<file path="src/rtl/wb_trace_buffer.sv">
// Writeback trace buffer: timestamps register writebacks into a FWFT FIFO drained via valid/ready,
// with overflow accounting, drain-on-done and an idle watchdog.
module wb_trace_buffer #(
  parameter int unsigned ADDR_W  = 5,
  parameter int unsigned DATA_W  = 32,
  parameter int unsigned TS_W    = 16,
  parameter int unsigned DEPTH   = 16,
  parameter int unsigned TIMEOUT = 4096
) (
  input  logic                       CK,
  input  logic                       RESET,
  input  logic [ADDR_W-1:0]          WB_ADDR,
  input  logic [DATA_W-1:0]          WB_DATA,
  input  logic                       WB_VALID,
  input  logic                       CPU_DONE,
  input  logic                       RD_READY,
  output logic                       RD_VALID,
  output logic [TS_W-1:0]            RD_TS,
  output logic [ADDR_W-1:0]          RD_ADDR,
  output logic [DATA_W-1:0]          RD_DATA,
  output logic [$clog2(DEPTH):0]     LEVEL,
  output logic                       OVERFLOW,
  output logic [TS_W-1:0]            DROP_CNT,
  output logic                       TIMED_OUT,
  output logic                       FINISHED
);

  localparam int unsigned PTR_W  = $clog2(DEPTH);
  localparam int unsigned LVL_W  = PTR_W + 1;
  localparam int unsigned ENT_W  = TS_W + ADDR_W + DATA_W;
  localparam int unsigned IDLE_W = (TIMEOUT > 1) ? $clog2(TIMEOUT) : 1;

  typedef enum logic [1:0] {S_IDLE, S_RUN, S_DRAIN, S_HALT} state_t;

  state_t              state, state_next;
  logic [TS_W-1:0]     count;
  logic [IDLE_W-1:0]   idle_cnt;
  logic [PTR_W-1:0]    wr_ptr, rd_ptr, rd_ptr_next;
  logic [ENT_W-1:0]    mem [DEPTH];
  logic [ENT_W-1:0]    push_ent, head_next;
  logic [LVL_W-1:0]    level_next;
  logic                push, pop, full, wr_en, drop, timeout_hit, set_timed_out;

  // FIFO datapath: push/pop qualification and next head entry
  always_comb begin
    push        = (state == S_RUN) && WB_VALID;
    pop         = RD_VALID && RD_READY;
    full        = (LEVEL == LVL_W'(DEPTH));
    wr_en       = push && (!full || pop);
    drop        = push && full && !pop;
    level_next  = LEVEL + LVL_W'(wr_en) - LVL_W'(pop);
    rd_ptr_next = rd_ptr + PTR_W'(pop);
    push_ent    = {count, WB_ADDR, WB_DATA};
    timeout_hit = (TIMEOUT != 0) && (idle_cnt == IDLE_W'(TIMEOUT - 1)) && !WB_VALID;
    head_next   = '0;
    // Head is registered; bypass the incoming entry when it lands in the head slot
    if (level_next != '0) begin
      if (wr_en && (wr_ptr == rd_ptr_next)) head_next = push_ent;
      else                                  head_next = mem[rd_ptr_next];
    end
  end

  // Next-state logic
  always_comb begin
    state_next    = state;
    set_timed_out = 1'b0;
    case (state)
      S_IDLE:  state_next = S_RUN;
      S_RUN: begin
        if (CPU_DONE) begin
          state_next = S_DRAIN;
        end else if (timeout_hit) begin
          state_next    = S_DRAIN;
          set_timed_out = 1'b1;
        end
      end
      S_DRAIN: if ((LEVEL == '0) && !pop) state_next = S_HALT;
      S_HALT:  state_next = S_HALT;
      default: state_next = S_IDLE;
    endcase
  end

  // State, counters, pointers and registered outputs
  always_ff @(posedge CK) begin
    if (!RESET) begin
      state     <= S_IDLE;
      count     <= '0;
      idle_cnt  <= '0;
      wr_ptr    <= '0;
      rd_ptr    <= '0;
      RD_VALID  <= 1'b0;
      RD_TS     <= '0;
      RD_ADDR   <= '0;
      RD_DATA   <= '0;
      LEVEL     <= '0;
      OVERFLOW  <= 1'b0;
      DROP_CNT  <= '0;
      TIMED_OUT <= 1'b0;
      FINISHED  <= 1'b0;
    end else begin
      state    <= state_next;
      if (state != S_HALT) count <= count + TS_W'(1);
      idle_cnt <= ((state == S_RUN) && !WB_VALID) ? idle_cnt + IDLE_W'(1) : '0;
      if (wr_en) wr_ptr <= wr_ptr + PTR_W'(1);
      rd_ptr   <= rd_ptr_next;
      LEVEL    <= level_next;
      RD_VALID <= (level_next != '0);
      {RD_TS, RD_ADDR, RD_DATA} <= head_next;
      if (drop) begin
        OVERFLOW <= 1'b1;
        if (DROP_CNT != '1) DROP_CNT <= DROP_CNT + TS_W'(1);
      end
      if (set_timed_out) TIMED_OUT <= 1'b1;
      FINISHED <= (state_next == S_HALT);
    end
  end

  // Entry storage; not reset, contents are qualified by LEVEL
  always_ff @(posedge CK) begin
    if (RESET && wr_en) mem[wr_ptr] <= push_ent;
  end

endmodule

</file>
<file path="config.mk">
export PLATFORM = sky130hd
export DESIGN_NAME = wb_trace_buffer
export DESIGN_NICKNAME = d
export VERILOG_FILES = /design/src/rtl/wb_trace_buffer.sv
export SDC_FILE = /design/constraint.sdc
export NUM_CORES = 1
export LEC_CHECK = 0
export CORE_AREA = 2 2 326 328
export CTS_BUF_LIST = sky130_fd_sc_hd__clkbuf_4 sky130_fd_sc_hd__clkbuf_8
export DETAILED_ROUTE_END_ITERATION = 16
export DIE_AREA = 0 0 328 330
export HOLD_SLACK_MARGIN = 0.05
export REMOVE_ABC_BUFFERS = 1
export SETUP_SLACK_MARGIN = 0.15
export SYNTH_ARGS = -nofsm -noshare
export SYNTH_HDL_FRONTEND = slang
export SYNTH_SLANG_ARGS = --single-unit
</file>
<file path="constraint.sdc">
create_clock -name CK -period 14.1 [get_ports CK]
set_input_delay 1.41 -clock CK [delete_from_list [all_inputs] [get_ports CK]]
set_output_delay 1.41 -clock CK [all_outputs]
set_load 0.01 [all_outputs]
</file>
; After elaboration in Yosys (flattened, before gate mapping)
; Memories as Yosys holds them, arrays and structs flattened. A register that Yosys moved wholly into a read port is not among the register bits.
; Cells that the tools add are included.
[totals]
input_bits = 42
ramBits = 848
elab_cells = 56
regBits = 63
out_inout_bits = 78
n_memories = 1
[mem_list]
columns = memory, depth, word_bits, rd, rd_clocked_by_memory_dff, wr, line
row1 = mem, 16, 53, 1, 1, 1, 39  ; logic [ENT_W-1:0] mem [DEPTH];
[classes]
reduce_logical = 20
addsub = 7
n_eq_ne = 8
mux = 9
[ops]
columns = cell, n
row1 = $add 16x1->16 const B, 2
row2 = $ne 16x16->1 const B, 1
row3 = $add 12x1->12 const B, 1
row4 = $eq 12x12->1 const B, 1
row5 = $logic_and 1x1->1, 9
row6 = $pmux 2 s4, 1
row7 = $eq 2x2->1 const B, 3
row8 = $mux 2, 3
row9 = $reduce_and 2->1, 3
row10 = $add 5x1->5, 1
row11 = $eq 5x5->1 const B, 1
row12 = $logic_not 5->1, 1
row13 = $mux 1, 5
row14 = $reduce_bool 5->1, 1
row15 = $sub 5x1->5, 1
row16 = $add 4x1->4, 1
row17 = $add 4x1->4 const B, 1
row18 = $logic_not 1->1, 4
row19 = $eq 2x1->1 const B, 1
row20 = $logic_not 2->1, 1
row21 = $ne 2x2->1 const B, 1
row22 = $logic_or 1x1->1, 1

; Longest topological paths before layout
[depth]
word_depth = 9
depth_mapped = 15
mapped_depth_nobuf = 14

; Least setup slack after synthesis
; No wires, ideal clock.
[synth_path]
kind = input to register
start = input RESET
end = memory mem[0][0] in the netlist's numbering (enable)
setup_slack_ps = 8099
path_buffers = 0
required_ps = 13571
path_stages = 4
arrival_time_ps = 5472
setup_time_ps = 529
cell_sequence = nand4b_1 a21oi_2 nand2_1 nor3_1
[synth_via]
elab_chain_cells = 3
[synth_rtl]
columns = item, line
row1 = from (decl), 11  ; input logic RESET,
row2 = $logic_and 1x1->1, 120  ; if (RESET && wr_en) mem[wr_ptr] <= push_ent;
row3 = $mux 1, 120
row4 = $mux 1 (not written as such), 120
row5 = to (decl), 39
; No other way between the ends.

; Worst setup path after layout
[layout_path]
start = input RD_READY
end = register RD_TS[10]
[layout_via]
elab_cells_between_ends = 9
classes_between = add/sub (3) / reduce/logical (6)
[layout_lines]
columns = item, line
row1 = from (decl), 16  ; input logic RD_READY,
row2 = $logic_and 1x1->1, 47  ; pop = RD_VALID && RD_READY;
row3 = $add 4x1->4, 52  ; rd_ptr_next = rd_ptr + PTR_W'(pop);
row4 = net rd_ptr_next[1], 38  ; logic [PTR_W-1:0] wr_ptr, rd_ptr, rd_ptr_next;
row5 = to (signal assigned), 108  ; {RD_TS, RD_ADDR, RD_DATA} <= head_next;
row6 = to (decl), 18  ; output logic [TS_W-1:0] RD_TS,
; The timed path passes the listed nets, and every way through them passes these cells.
; A chain may end at the register's enable or synchronous reset.

==> flow_summary.json <==
{
  "synth_top_family_by_area": "multiplexers",
  "final_util": 0.409,
  "core-area_mm2": 0.105,
  "grt_overflow": 0,
  "wl_mm": 84.3,
  "cts.sinks": 964,
  "postCtsSetupBuffers": 0,
  "synthMuxAreaShare": 0.164,
  "total_power_mw": 6.99,
  "pwr-share-comb": 0.170,
  "postLayoutCellArea_mm2": 0.0429,
  "syn_area_per_cell_um2": 22.1,
  "synth_edf_count": 848,
  "required_ns": 14.77,
  "hold_viol": 0,
  "synth_fa_ha_area_frac": 0.00535,
  "numCtsBuffers": 157,
  "critPathMaxFanout": 56,
  "track_usage": 0.157,
  "fmax_ghz": 0.199,
  "cap_violations": 0,
  "cts_tree": "yes",
  "fin_worst_skew_ns": 0.0505,
  "die_x_um": 328,
  "synth_top_area_frac": 0.698,
  "fp-row-count": 119,
  "synthDistinctLibCells": 54,
  "p_per_area_mw_per_mm2": 163,
  "area_growth_pct": 17.5,
  "clk_latency_ns": 0.83,
  "yosys.area_share.simple": 0.0251,
  "ys_ff_latch": 964,
  "dp_slack_ns": 8.25,
  "postSynth.asyncResetShare": 0,
  "fin_ws_ns": 9.07,
  "final_cell_mix": "848 x edfxtp_1, 262 x mux4_2, 176 x clkbuf_8, 119 x clkdlybuf4s50_1, 116 x dfxtp_1",
  "cp_top_family": "buffers and inverters",
  "hold_ws_ns": 0.459,
  "post-route-drc-count": 0,
  "seq_power_share": 0.465,
  "peakVddDrop_mv": 0.106,
  "synth_area_leader_cell": "edfxtp_1",
  "avgViaCountPerCell": 5.20,
  "die-area_mm2": 0.108,
  "clk_pin_slew_ns": 0.06,
  "num_vias": 17800,
  "dp_hpwl_mm": 40.5,
  "place_area_mm2": 0.0395,
  "initial_core_util": 0.349,
  "synth_area_mm2": 0.0365,
  "arrival_ns": 5.71,
  "synth_compound_area_frac": 0.0191,
  "instances_no_fill": 3415,
  "htreeDepth": 4,
  "cp_slowest_cell": "buf_4",
  "yosysSeqAreaShare": 0.762,
  "maxSlewViolCount": 0,
  "critical_path_class": "in2reg",
  "yosys_warnings": 0,
  "grt_pass1_wl_mm": 124,
  "setup-tns-final_ns": 0,
  "tightestPinTransition_ns": 1.18,
  "worstSetupEndpointType": "flop",
  "post_cts_resized": 0,
  "grt_max_degree": 95,
  "p_leak_nw": 13.4,
  "wl_per_cell_um": 24.7,
  "nets": 1946,
  "postCtsHoldBufs": 0,
  "antenna_found_initial": 2,
  "clk_path_buf_depth": 3,
  "finalSetupViolCount": 0,
  "ys.flop_type": "edfxtp_1",
  "synth_xor_area_frac": 0.0115,
  "hp-class": "reg2reg",
  "min_period_ns": 5.03,
  "p_int_mw": 5.27,
  "regToRegSetupSlack_ns": 9.76,
  "die_y_um": 330,
  "p_sw_mw": 1.72,
  "drive_gt1_frac": 0.300,
  "place.gp.congestion": 0.748,
  "port_buffers": 119,
  "crit_buf_inv": 4,
  "pwr-share-clk": 0.365,
  "layout_commonest_cell": "edfxtp_1",
  "ant_nets": 0,
  "drt_iter0_markers": 1812,
  "io_pins": 120,
  "status": "completed",
  "rsz0062_at_grt": "no",
  "cp-start-kind": "primary input",
  "dp.cells": 3121,
  "first_pass_iters": 5,
  "cts_root_buf": "clkbuf_8",
  "period_share": 0.357,
  "ys_top_cells_by_area": "edfxtp_1 70%, mux4_2 16%, dfxtp_1 6.4%, a22o_1 1.3%, xnor2_1 0.65%",
  "grt_pass1_vias": 18900,
  "path_cells": "clkdlybuf4s50_1 -> nand2_2 -> inv_1 -> ha_4 -> ha_4 -> buf_4 -> buf_4 -> mux4_2 -> mux4_2 -> a22o_1",
  "swShare": 0.246,
  "cp_slowest_stage_delay_ns": 0.82,
  "netlist_instances": 1652,
  "relSlewSlack": 0.215
}
-- Yosys cell counts, types with 2 or more instances --
cell            count
nor3_1             13
dlygate4sd1_1       2
and3_1              3
nand4_1            18
mux4_2            262
nor4_1              8
nand2_1            24
nand2b_1            3
buf_2              31
dlymetal6s2s_1      3
nor2_1             56
edfxtp_1          848
ha_1               14
and2_1              6
a22o_1             53
clkbuf_1           34
xor2_1             13
buf_6               5
o21ai_0             5
dfxtp_1           116
mux4_1              3
buf_1               6
xnor2_1            27
nor3b_1             3
o21ai_1             6
a21oi_1            19
a31oi_1             2
inv_2               2
nand3_1            16
inv_1              16
or3_1               9
and4_1              4
-- final cells by class --
cell class                      count  area (um^2)
Tap cell                         1391         1740
Multi-Input combinational cell    589         8370
Clock buffer                      237         2880
Sequential cell                   964        27800
Timing Repair Buffer              159         1500
Clock inverter                     55          513
Fill cell                        9066        61800
Antenna cell                        2         5.00
Inverter                           18         67.6
-- per-layer routing --
layer  share of wire  vias to the layer above  wire length [um]  global-route usage
li1                -                     7433                 -                   -
met1            0.42                     9564             35800               0.213
met2            0.49                      625             41100               0.253
met3           0.066                      132              5600              0.0337
met4           0.021                        0              1770              0.0500
met5               0                        -                 0                   0
-- power groups by stage --
| stage | clock, mW | combinational, mW | sequential, mW |
|---|---|---|---|
| 2_1_floorplan | 0 | 1.05 | 3.30 |
| 3_3_place_gp | 0 | 1.20 | 3.32 |
| 3_5_place_dp | 0 | 1.21 | 3.31 |
| 4_1_cts | 2.63 | 1.21 | 3.26 |
| 5_1_grt | 2.74 | 1.28 | 3.26 |
| 6_report | 2.55 | 1.19 | 3.25 |
-- flip-flops by register name, indices dropped and copies added, names as in the netlist, 2 cells and up --
register	count
wr_ptr	4
RD_DATA	32
RD_TS	16
idle_cnt	12
state	2
rd_ptr	4
mem	848
LEVEL	5
RD_ADDR	5
count	16
DROP_CNT	16
-- worst paths after layout --
| path | from | endpoint | cells past startpoint |
|---|---|---|---|
| setup / recovery | RD_READY | RD_TS[10] | 10 |
| setup reg to reg | LEVEL[3] | RD_DATA[27] | 15 |
| hold / removal | idle_cnt[0] | idle_cnt[0] | 1 |
| hold reg to reg | idle_cnt[0] | idle_cnt[0] | 1 |
-- kinds of logic after synthesis --
| logic type | after synthesis |
|---|---|
| XOR/XNOR | 43 |
| AND/OR/NAND/NOR | 175 |
| buffers and inverters | 99 |
| adder cells (fa/ha/maj) | 15 |
| AO/OA/AOI/OAI | 91 |
| flip-flops | 964 |
| multiplexers | 265 |
No activity file was read; power rests on OpenSTA's default activity.
